--- config.mk ---
export PLATFORM = sky130hd
export DESIGN_NAME = sync_fifo_pkt_reader_flat
export DESIGN_NICKNAME = d
export VERILOG_FILES = /design/src/rtl/sync_fifo_pkg.sv /design/src/rtl/sync_fifo_pkt_reader_if.sv /design/src/rtl/sync_fifo_pkt_reader.sv /design/src/flat_wrapper.sv
export SDC_FILE = /design/constraint.sdc
export NUM_CORES = 1
export LEC_CHECK = 0
export BUFFER_PORTS_ARGS = -buffer_cell sky130_fd_sc_hd__buf_2
export CORE_ASPECT_RATIO = 0.5
export CORE_MARGIN = 5
export CORE_UTILIZATION = 35
export DETAILED_ROUTE_END_ITERATION = 16
export PLACE_DENSITY_LB_ADDON = 0.05
export REMOVE_ABC_BUFFERS = 1
export SLEW_MARGIN = 5
export SYNTH_ARGS = -nofsm -noshare
export SYNTH_HDL_FRONTEND = slang
export SYNTH_SLANG_ARGS = --single-unit
--- constraint.sdc ---
create_clock -name clk -period 2.8 [get_ports clk]
set_clock_uncertainty 0.15 [all_clocks]
set_input_delay 0.14 -clock clk [delete_from_list [all_inputs] [get_ports clk]]
set_output_delay 0.14 -clock clk [all_outputs]
set_load 0.02 [all_outputs]
--- src/rtl/sync_fifo_pkg.sv ---
// Shared definitions for the sync FIFO packet reader: word layout and FSM states.
package sync_fifo_pkg;

    localparam int DATA_W   = 32;
    localparam int WORD_W   = 33;
    localparam int LAST_BIT = 32;

    typedef struct packed {
        logic              last;
        logic [DATA_W-1:0] data;
    } word_t;

    typedef enum logic [1:0] {
        IDLE   = 2'd0,
        RECV   = 2'd1,
        REPORT = 2'd2
    } state_t;

endpackage

--- src/rtl/sync_fifo_pkt_reader_if.sv ---
// Word input and status record output of the packet reader.
interface sync_fifo_pkt_reader_if
    import sync_fifo_pkg::*;
#(
    parameter int LEN_W = 10
) ();

    logic             in_valid;
    word_t            in_data;
    logic             in_ready;
    logic             pkt_valid;
    logic             pkt_ready;
    logic [LEN_W-1:0] pkt_len;
    logic [31:0]      pkt_sum;
    logic             pkt_ovf;
    logic [15:0]      pkt_cnt;

    // master: FIFO side and status consumer; slave: the reader itself
    modport master (
        output in_valid, in_data, pkt_ready,
        input  in_ready, pkt_valid, pkt_len, pkt_sum, pkt_ovf, pkt_cnt
    );

    modport slave (
        input  in_valid, in_data, pkt_ready,
        output in_ready, pkt_valid, pkt_len, pkt_sum, pkt_ovf, pkt_cnt
    );

endinterface

--- src/rtl/sync_fifo_pkt_reader.sv ---
// Packet reader: counts and sums words from a registered-read FIFO port and
// reports one {len, sum, ovf} record per packet.
module sync_fifo_pkt_reader
    import sync_fifo_pkg::*;
#(
    parameter int LEN_W   = 10,
    parameter int MAX_LEN = 1023
) (
    input logic                   clk,
    input logic                   nrst,
    sync_fifo_pkt_reader_if.slave bus
);

    localparam logic [31:0] MAX_LEN_U = 32'(MAX_LEN);

    state_t            state;
    logic              pend;
    logic [LEN_W-1:0]  acc_len;
    logic [DATA_W-1:0] acc_sum;
    logic              acc_ovf;

    logic              hs;
    logic [LEN_W:0]    len_inc;
    logic [LEN_W-1:0]  len_next;
    logic [DATA_W-1:0] sum_next;
    logic              ovf_next;

    // A word is in flight while pend is set; no new handshake until it lands.
    assign bus.in_ready = ~pend & ~bus.pkt_valid;
    assign hs           = bus.in_valid & bus.in_ready;

    assign len_inc  = {1'b0, acc_len} + 1'b1;
    assign len_next = len_inc[LEN_W] ? '1 : len_inc[LEN_W-1:0];
    assign sum_next = acc_sum + bus.in_data.data;
    assign ovf_next = acc_ovf | (32'(len_inc) > MAX_LEN_U);

    always_ff @(posedge clk or negedge nrst) begin
        if (!nrst) begin
            state         <= IDLE;
            pend          <= 1'b0;
            acc_len       <= '0;
            acc_sum       <= '0;
            acc_ovf       <= 1'b0;
            bus.pkt_valid <= 1'b0;
            bus.pkt_len   <= '0;
            bus.pkt_sum   <= '0;
            bus.pkt_ovf   <= 1'b0;
            bus.pkt_cnt   <= '0;
        end else begin
            case (state)
                IDLE: begin
                    if (hs) begin
                        pend  <= 1'b1;
                        state <= RECV;
                    end
                end
                RECV: begin
                    if (pend) begin
                        pend <= 1'b0;
                        if (bus.in_data.last) begin
                            bus.pkt_len   <= len_next;
                            bus.pkt_sum   <= sum_next;
                            bus.pkt_ovf   <= ovf_next;
                            bus.pkt_valid <= 1'b1;
                            acc_len       <= '0;
                            acc_sum       <= '0;
                            acc_ovf       <= 1'b0;
                            state         <= REPORT;
                        end else begin
                            acc_len <= len_next;
                            acc_sum <= sum_next;
                            acc_ovf <= ovf_next;
                        end
                    end else if (hs) begin
                        pend <= 1'b1;
                    end
                end
                REPORT: begin
                    if (bus.pkt_ready) begin
                        bus.pkt_valid <= 1'b0;
                        bus.pkt_cnt   <= bus.pkt_cnt + 16'd1;
                        state         <= IDLE;
                    end
                end
                default: state <= IDLE;
            endcase
        end
    end

endmodule

--- src/flat_wrapper.sv ---
// flat-port wrapper written by rule: the top's interface ports become plain ports
module sync_fifo_pkt_reader_flat import sync_fifo_pkg::*;
#(
    parameter int LEN_W   = 10,
    parameter int MAX_LEN = 1023
)
  (clk, nrst, bus_in_valid, bus_in_data, bus_pkt_ready, bus_in_ready, bus_pkt_valid, bus_pkt_len, bus_pkt_sum, bus_pkt_ovf, bus_pkt_cnt);
  sync_fifo_pkt_reader_if #(.LEN_W(LEN_W)) bus_i ();
  input logic clk;
  input logic nrst;
  input wire logic [$bits(bus_i.in_valid)-1:0] bus_in_valid;
  input wire logic [$bits(bus_i.in_data)-1:0] bus_in_data;
  input wire logic [$bits(bus_i.pkt_ready)-1:0] bus_pkt_ready;
  output wire logic [$bits(bus_i.in_ready)-1:0] bus_in_ready;
  output wire logic [$bits(bus_i.pkt_valid)-1:0] bus_pkt_valid;
  output wire logic [$bits(bus_i.pkt_len)-1:0] bus_pkt_len;
  output wire logic [$bits(bus_i.pkt_sum)-1:0] bus_pkt_sum;
  output wire logic [$bits(bus_i.pkt_ovf)-1:0] bus_pkt_ovf;
  output wire logic [$bits(bus_i.pkt_cnt)-1:0] bus_pkt_cnt;
  assign bus_i.in_valid = bus_in_valid;
  assign bus_i.in_data = bus_in_data;
  assign bus_i.pkt_ready = bus_pkt_ready;
  assign bus_in_ready = bus_i.in_ready;
  assign bus_pkt_valid = bus_i.pkt_valid;
  assign bus_pkt_len = bus_i.pkt_len;
  assign bus_pkt_sum = bus_i.pkt_sum;
  assign bus_pkt_ovf = bus_i.pkt_ovf;
  assign bus_pkt_cnt = bus_i.pkt_cnt;
  sync_fifo_pkt_reader #(.LEN_W(LEN_W), .MAX_LEN(MAX_LEN)) u_core (.clk(clk), .nrst(nrst), .bus(bus_i));
endmodule
-- Yosys cells after proc, flatten, opt, wreduce, memory -nomap -nowiden
Cells that the tools add are included.
- register bits: 106
- input port bits: 37
- output and inout port bits: 61
- logic and storage cells: 51
- $add $sub $neg: 3
- order comparisons: 1
- equality and inequality tests: 6
- multiplexer cells: 17
- bitwise logic cells: 5
- reductions and logical operators: 9
- operators with widths (operator ; count):
    32-bit adder ; 1
    32-bit two-way mux ; 1
    10-bit two-way mux ; 2
    16-bit by 1-bit adder with 16-bit output, second input constant ; 1
    10-bit by 1-bit adder with 11-bit output, second input constant ; 1
    11-bit by 10-bit > comparator with 1-bit output, second input constant ; 1
    2-bit two-way mux ; 4
    4-bit AND reduction ; 2
    1-bit two-way mux ; 7
    2-bit one-hot mux with 3 select lines ; 1
    2-bit AND reduction ; 3
    2-bit by 1-bit inequality test with 1-bit output, second input constant ; 2
    2-bit inequality test, second input constant ; 2
    1-bit one-hot mux with 2 select lines ; 2
    2-bit nonzero test ; 2
    3-bit AND reduction ; 1
    1-bit bitwise AND ; 2
    2-bit by 1-bit equality test with 1-bit output, second input constant ; 1
    2-bit equality test, second input constant ; 1
    2-bit zero test ; 1
    1-bit inverter ; 2
    1-bit OR ; 1

-- Depth between registers and ports, before layout
- depth after elaboration: 6
- depth in mapped cells: 10
- gate-level depth less buffers: 10

-- Least setup slack after synthesis
Ideal clock, no wire load.
- path type: register to register
- start: register u_core.acc_sum[0]
- end: register u_core.bus.pkt_sum[30]
- setup time: 133 ps
- data arrival time: 2366 ps
- required time: 2517 ps
- slack: 151 ps
- cell stages (with the launch flop): 11
- buffers on the path: 0
- clock period less this slack: 2649 ps
- cells stage by stage: dfrtp_1 > ha_1 > fa_1 > a21oi_1 > o22ai_1 > o211ai_1 > o21ai_1 > a2111oi_0 > o31ai_1 > xnor2_1 > o21ai_0
- cells in the longest elaborated chain, start to end: 1
- ends and longest elaborated chain (item ; RTL line ; text):
    start, declared ; sync_fifo_pkt_reader.sv:19 ; logic [DATA_W-1:0] acc_sum;
    start signal, assigned ; sync_fifo_pkt_reader.sv:71 ; acc_sum <= sum_next;
    32-bit adder ; sync_fifo_pkt_reader.sv:34 ; assign sum_next = acc_sum + bus.in_data.data;
    end signal, assigned ; sync_fifo_pkt_reader.sv:62 ; bus.pkt_sum <= sum_next;
    end, declared ; sync_fifo_pkt_reader_if.sv:26 ; output in_ready, pkt_valid, pkt_len, pkt_sum, pkt_ovf, pkt_cnt
Every way passes these cells.
A chain may end at the register's enable or synchronous reset.

-- Worst setup path in the final report
- start: register u_core.acc_sum[0]
- end: register u_core.bus.pkt_sum[31]
The elaborated chain is that of the path after synthesis.

==> flow_metrics.env <==
export IMPL_first_global_vias=4809
export IMPL_drc_errors=0
export IMPL_timing_hold_ws_ps=85.13
export IMPL_p_leak_nw=3.548
export IMPL_async_flop_share=1.000
export IMPL_hpwl_um=11120
export IMPL_syn_instance_count=621
export IMPL_drt_first_pass_iters=5
export IMPL_fmax_mhz=363.5
export IMPL_diodes=0
export IMPL_grt_first_pass_wirelength_um=24410
export IMPL_core_um2=16350
export IMPL_cts_tree="done"
export IMPL_syn_cell_area_um2=5814
export IMPL_grt_usage=0.1568
export IMPL_slew_headroom=0.5445
export IMPL_hp_class="input port to flop"
export IMPL_cts_clk_slew_worst_paths_ps=80
export IMPL_synth_common_cells="nand2_1, dfrtp_1, o21ai_0"
export IMPL_syn_to_final_growth_pct=24.81
export IMPL_fin_crit_ps=2751
export IMPL_clockBufferDepth=2
export IMPL_cts_root_buf="clkbuf_16"
export IMPL_vias=4824
export IMPL_period_share=0.9826
export IMPL_setup_violations=0
export IMPL_insertion_delay_ps=350
export IMPL_start_util=0.3556
export IMPL_worst_slew_pin_slew_ps=681.6
export IMPL_synth_edff_count=0
export IMPL_ys_ff_latch=106
export IMPL_avgSynthCellArea_um2=9.363
export IMPL_avgViaCountPerCell=4.958
export IMPL_postRouteWirelength_um=14910
export IMPL_synth_area_leaders="dfrtp_1, ha_1, nand2_1, o21ai_0, xnor2_1"
export IMPL_synth_largest_area_cell="dfrtp_1"
export IMPL_yosys_warnings=0
export IMPL_drive_gt1_frac=0.2359
export IMPL_power_density_nw_per_um2=1007
export IMPL_antenna_found_initial=0
export IMPL_grt_ovfl_total=0
export IMPL_die_h_um=101.1
export IMPL_ios=98
export IMPL_nNetsFinal=814
export IMPL_fin_ws_ps=48.76
export IMPL_synth_distinct_cells=51
export IMPL_dieArea_um2=19450
export IMPL_synth_yosys_seq_area_share=0.4562
export IMPL_worstSetupPathType="flop to flop"
export IMPL_cts_buffers=9
export IMPL_synth_most_common_cell="nand2_1"
export IMPL_grt_use_met1=0.2167
export IMPL_status="finished, final reports clean"
export IMPL_finalHoldViolCount=0
export IMPL_met2_usage=0.2503
export IMPL_critPathArrivalTime_ps=2840
export IMPL_die_w_um=192.3
export IMPL_gp_congestion=0.8054
export IMPL_path_max_fanout=4
export IMPL_first_iter_violations=236
export IMPL_drv_cap=0
export IMPL_wl_per_cell_um=15.32
export IMPL_grt_use_met3=0.04373
export IMPL_htree_levels=3
export IMPL_numClockSinks=106
export IMPL_irDropWorstVdd_uv=350.2
export IMPL_dp_slack_ps=-37.49
export IMPL_fp_row_count=33
export IMPL_rsz0062_at_grt="true"
export IMPL_synth_top_flop_cell="dfrtp_1"
export IMPL_cp_required_ps=2890
export IMPL_place_inst=948
export IMPL_maxSlewViolCount=0
export IMPL_finalPower_mw=7.311
export IMPL_cp_start_kind="flop"
export IMPL_port_buffers=97
export IMPL_final_setup_tns_ps=0
export IMPL_end_kind="flop"
export IMPL_ant_nets=0
export IMPL_grt_max_degree=44
export IMPL_grt_busiest_layer="met2"
export IMPL_layout_cells_non_filler=973
export IMPL_synth_top_area_share=0.4562
==> metrics by stage <==
step	instance area, um^2	util
3_3_place_gp	6721	0.4111
5_1_grt	7257	0.4438
6_report	7257	0.4438
2_1_floorplan	5724	-
3_5_place_dp	6721	0.4111
4_1_cts	7107	0.4347
==> worst paths after layout <==
kind | from | end | slack (ps) | cells after the start
min in group asynchronous | nrst | u_core.bus.pkt_cnt[1]$_DFFE_PN0P_ | 100 | 2
max | u_core.acc_sum[0]$_DFFE_PN0P_ | u_core.bus.pkt_sum[31]$_DFFE_PN0P_ | 50 | 10
min reg2reg | u_core.state[1]$_DFFE_PN0P_ | u_core.state[0]$_DFFE_PN0P_ | 310 | 1
min | bus_in_data[0] | u_core.acc_sum[0]$_DFFE_PN0P_ | 90 | 4
max in group asynchronous | nrst | u_core.acc_sum[15]$_DFFE_PN0P_ | 1780 | 3
max reg2reg | u_core.acc_sum[0]$_DFFE_PN0P_ | u_core.bus.pkt_sum[31]$_DFFE_PN0P_ | 50 | 10
==> kinds of logic (layout without fill, tap and decap cells) <==
family                     after synthesis  after routing  share of synthesized area
AOI/OAI and AO/OA                      186            186                     0.1982
xor gates and xnor gates                51             51                    0.07919
adders and majority gates               35             35                    0.07661
buffers and inverters                   43            168                    0.02776
DFF                                    106            106                     0.4562
muxes                                    8              8                    0.01506
and+or+nand+nor                        192            192                     0.1470
==> final cells by class <==
type | count | area, um^2
clock buffers | 10 | 229.0
clock inverters | 5 | 103.9
fillers | 1671 | 9094
inverters | 19 | 71.32
multi-input cells | 472 | 3128
flip-flops and latches | 106 | 2653
well taps | 227 | 284.0
repair buffers | 134 | 788.3
==> power by group <==
part / total [mW] / internal (mW) / switching [mW]
combinational: 3.45 / 1.42 / 2.03
clock: 1.45 / 0.871 / 0.580
sequential: 2.41 / 2.06 / 0.357
==> what timing repair did <==
action | 4_1_cts | 5_1_grt
resized for setup | 4 | 18
hold buffers | 4 | 0
endpoints found under the hold margin | 110 | 0
pin swaps | 1 | 14
buffers inserted | 0 | 6
endpoints found under the setup margin | 6 | 20
==> cell usage in the layout, fill, tap and decap left out, types with 16 or more instances in the layout <==
| master | n |
|---|---|
| buf_2 | 96 |
| inv_1 | 19 |
| dfrtp_1 | 106 |
| o21ai_0 | 55 |
| buf_4 | 33 |
| a21oi_1 | 35 |
| ha_1 | 31 |
| a31oi_1 | 16 |
| xnor2_1 | 28 |
| xor2_1 | 21 |
| nor2_1 | 28 |
| nand2_1 | 110 |
==> sequential cells by signal, indices dropped and copies added (netlist names), 2 cells and up <==
| register | count |
|---|---|
| u_core.acc_sum | 32 |
| u_core.bus.pkt_cnt | 16 |
| u_core.bus.pkt_len | 10 |
| u_core.bus.pkt_sum | 32 |
| u_core.acc_len | 10 |
| u_core.state | 2 |
==> routing by layer <==
| layer | part of all wire | vias to the layer above |
|---|---|---|
| li1 | - | 2435 |
| met1 | 0.50 | 2305 |
| met2 | 0.45 | 71 |
| met3 | 0.040 | 13 |
| met4 | 0.0092 | 0 |
| met5 | 0 | - |
==> critical path, stage by stage, from the launching register on <==
cell and delay [ps]:
dfrtp_1 390, ha_2 200, buf_4 150, a211oi_4 240, o211ai_1 160, a21o_1 210, a31o_4 250, a311o_1 330
nand3_2 90, xnor3_1 210, mux2_2 270
(Power assumes the default switching activity.)
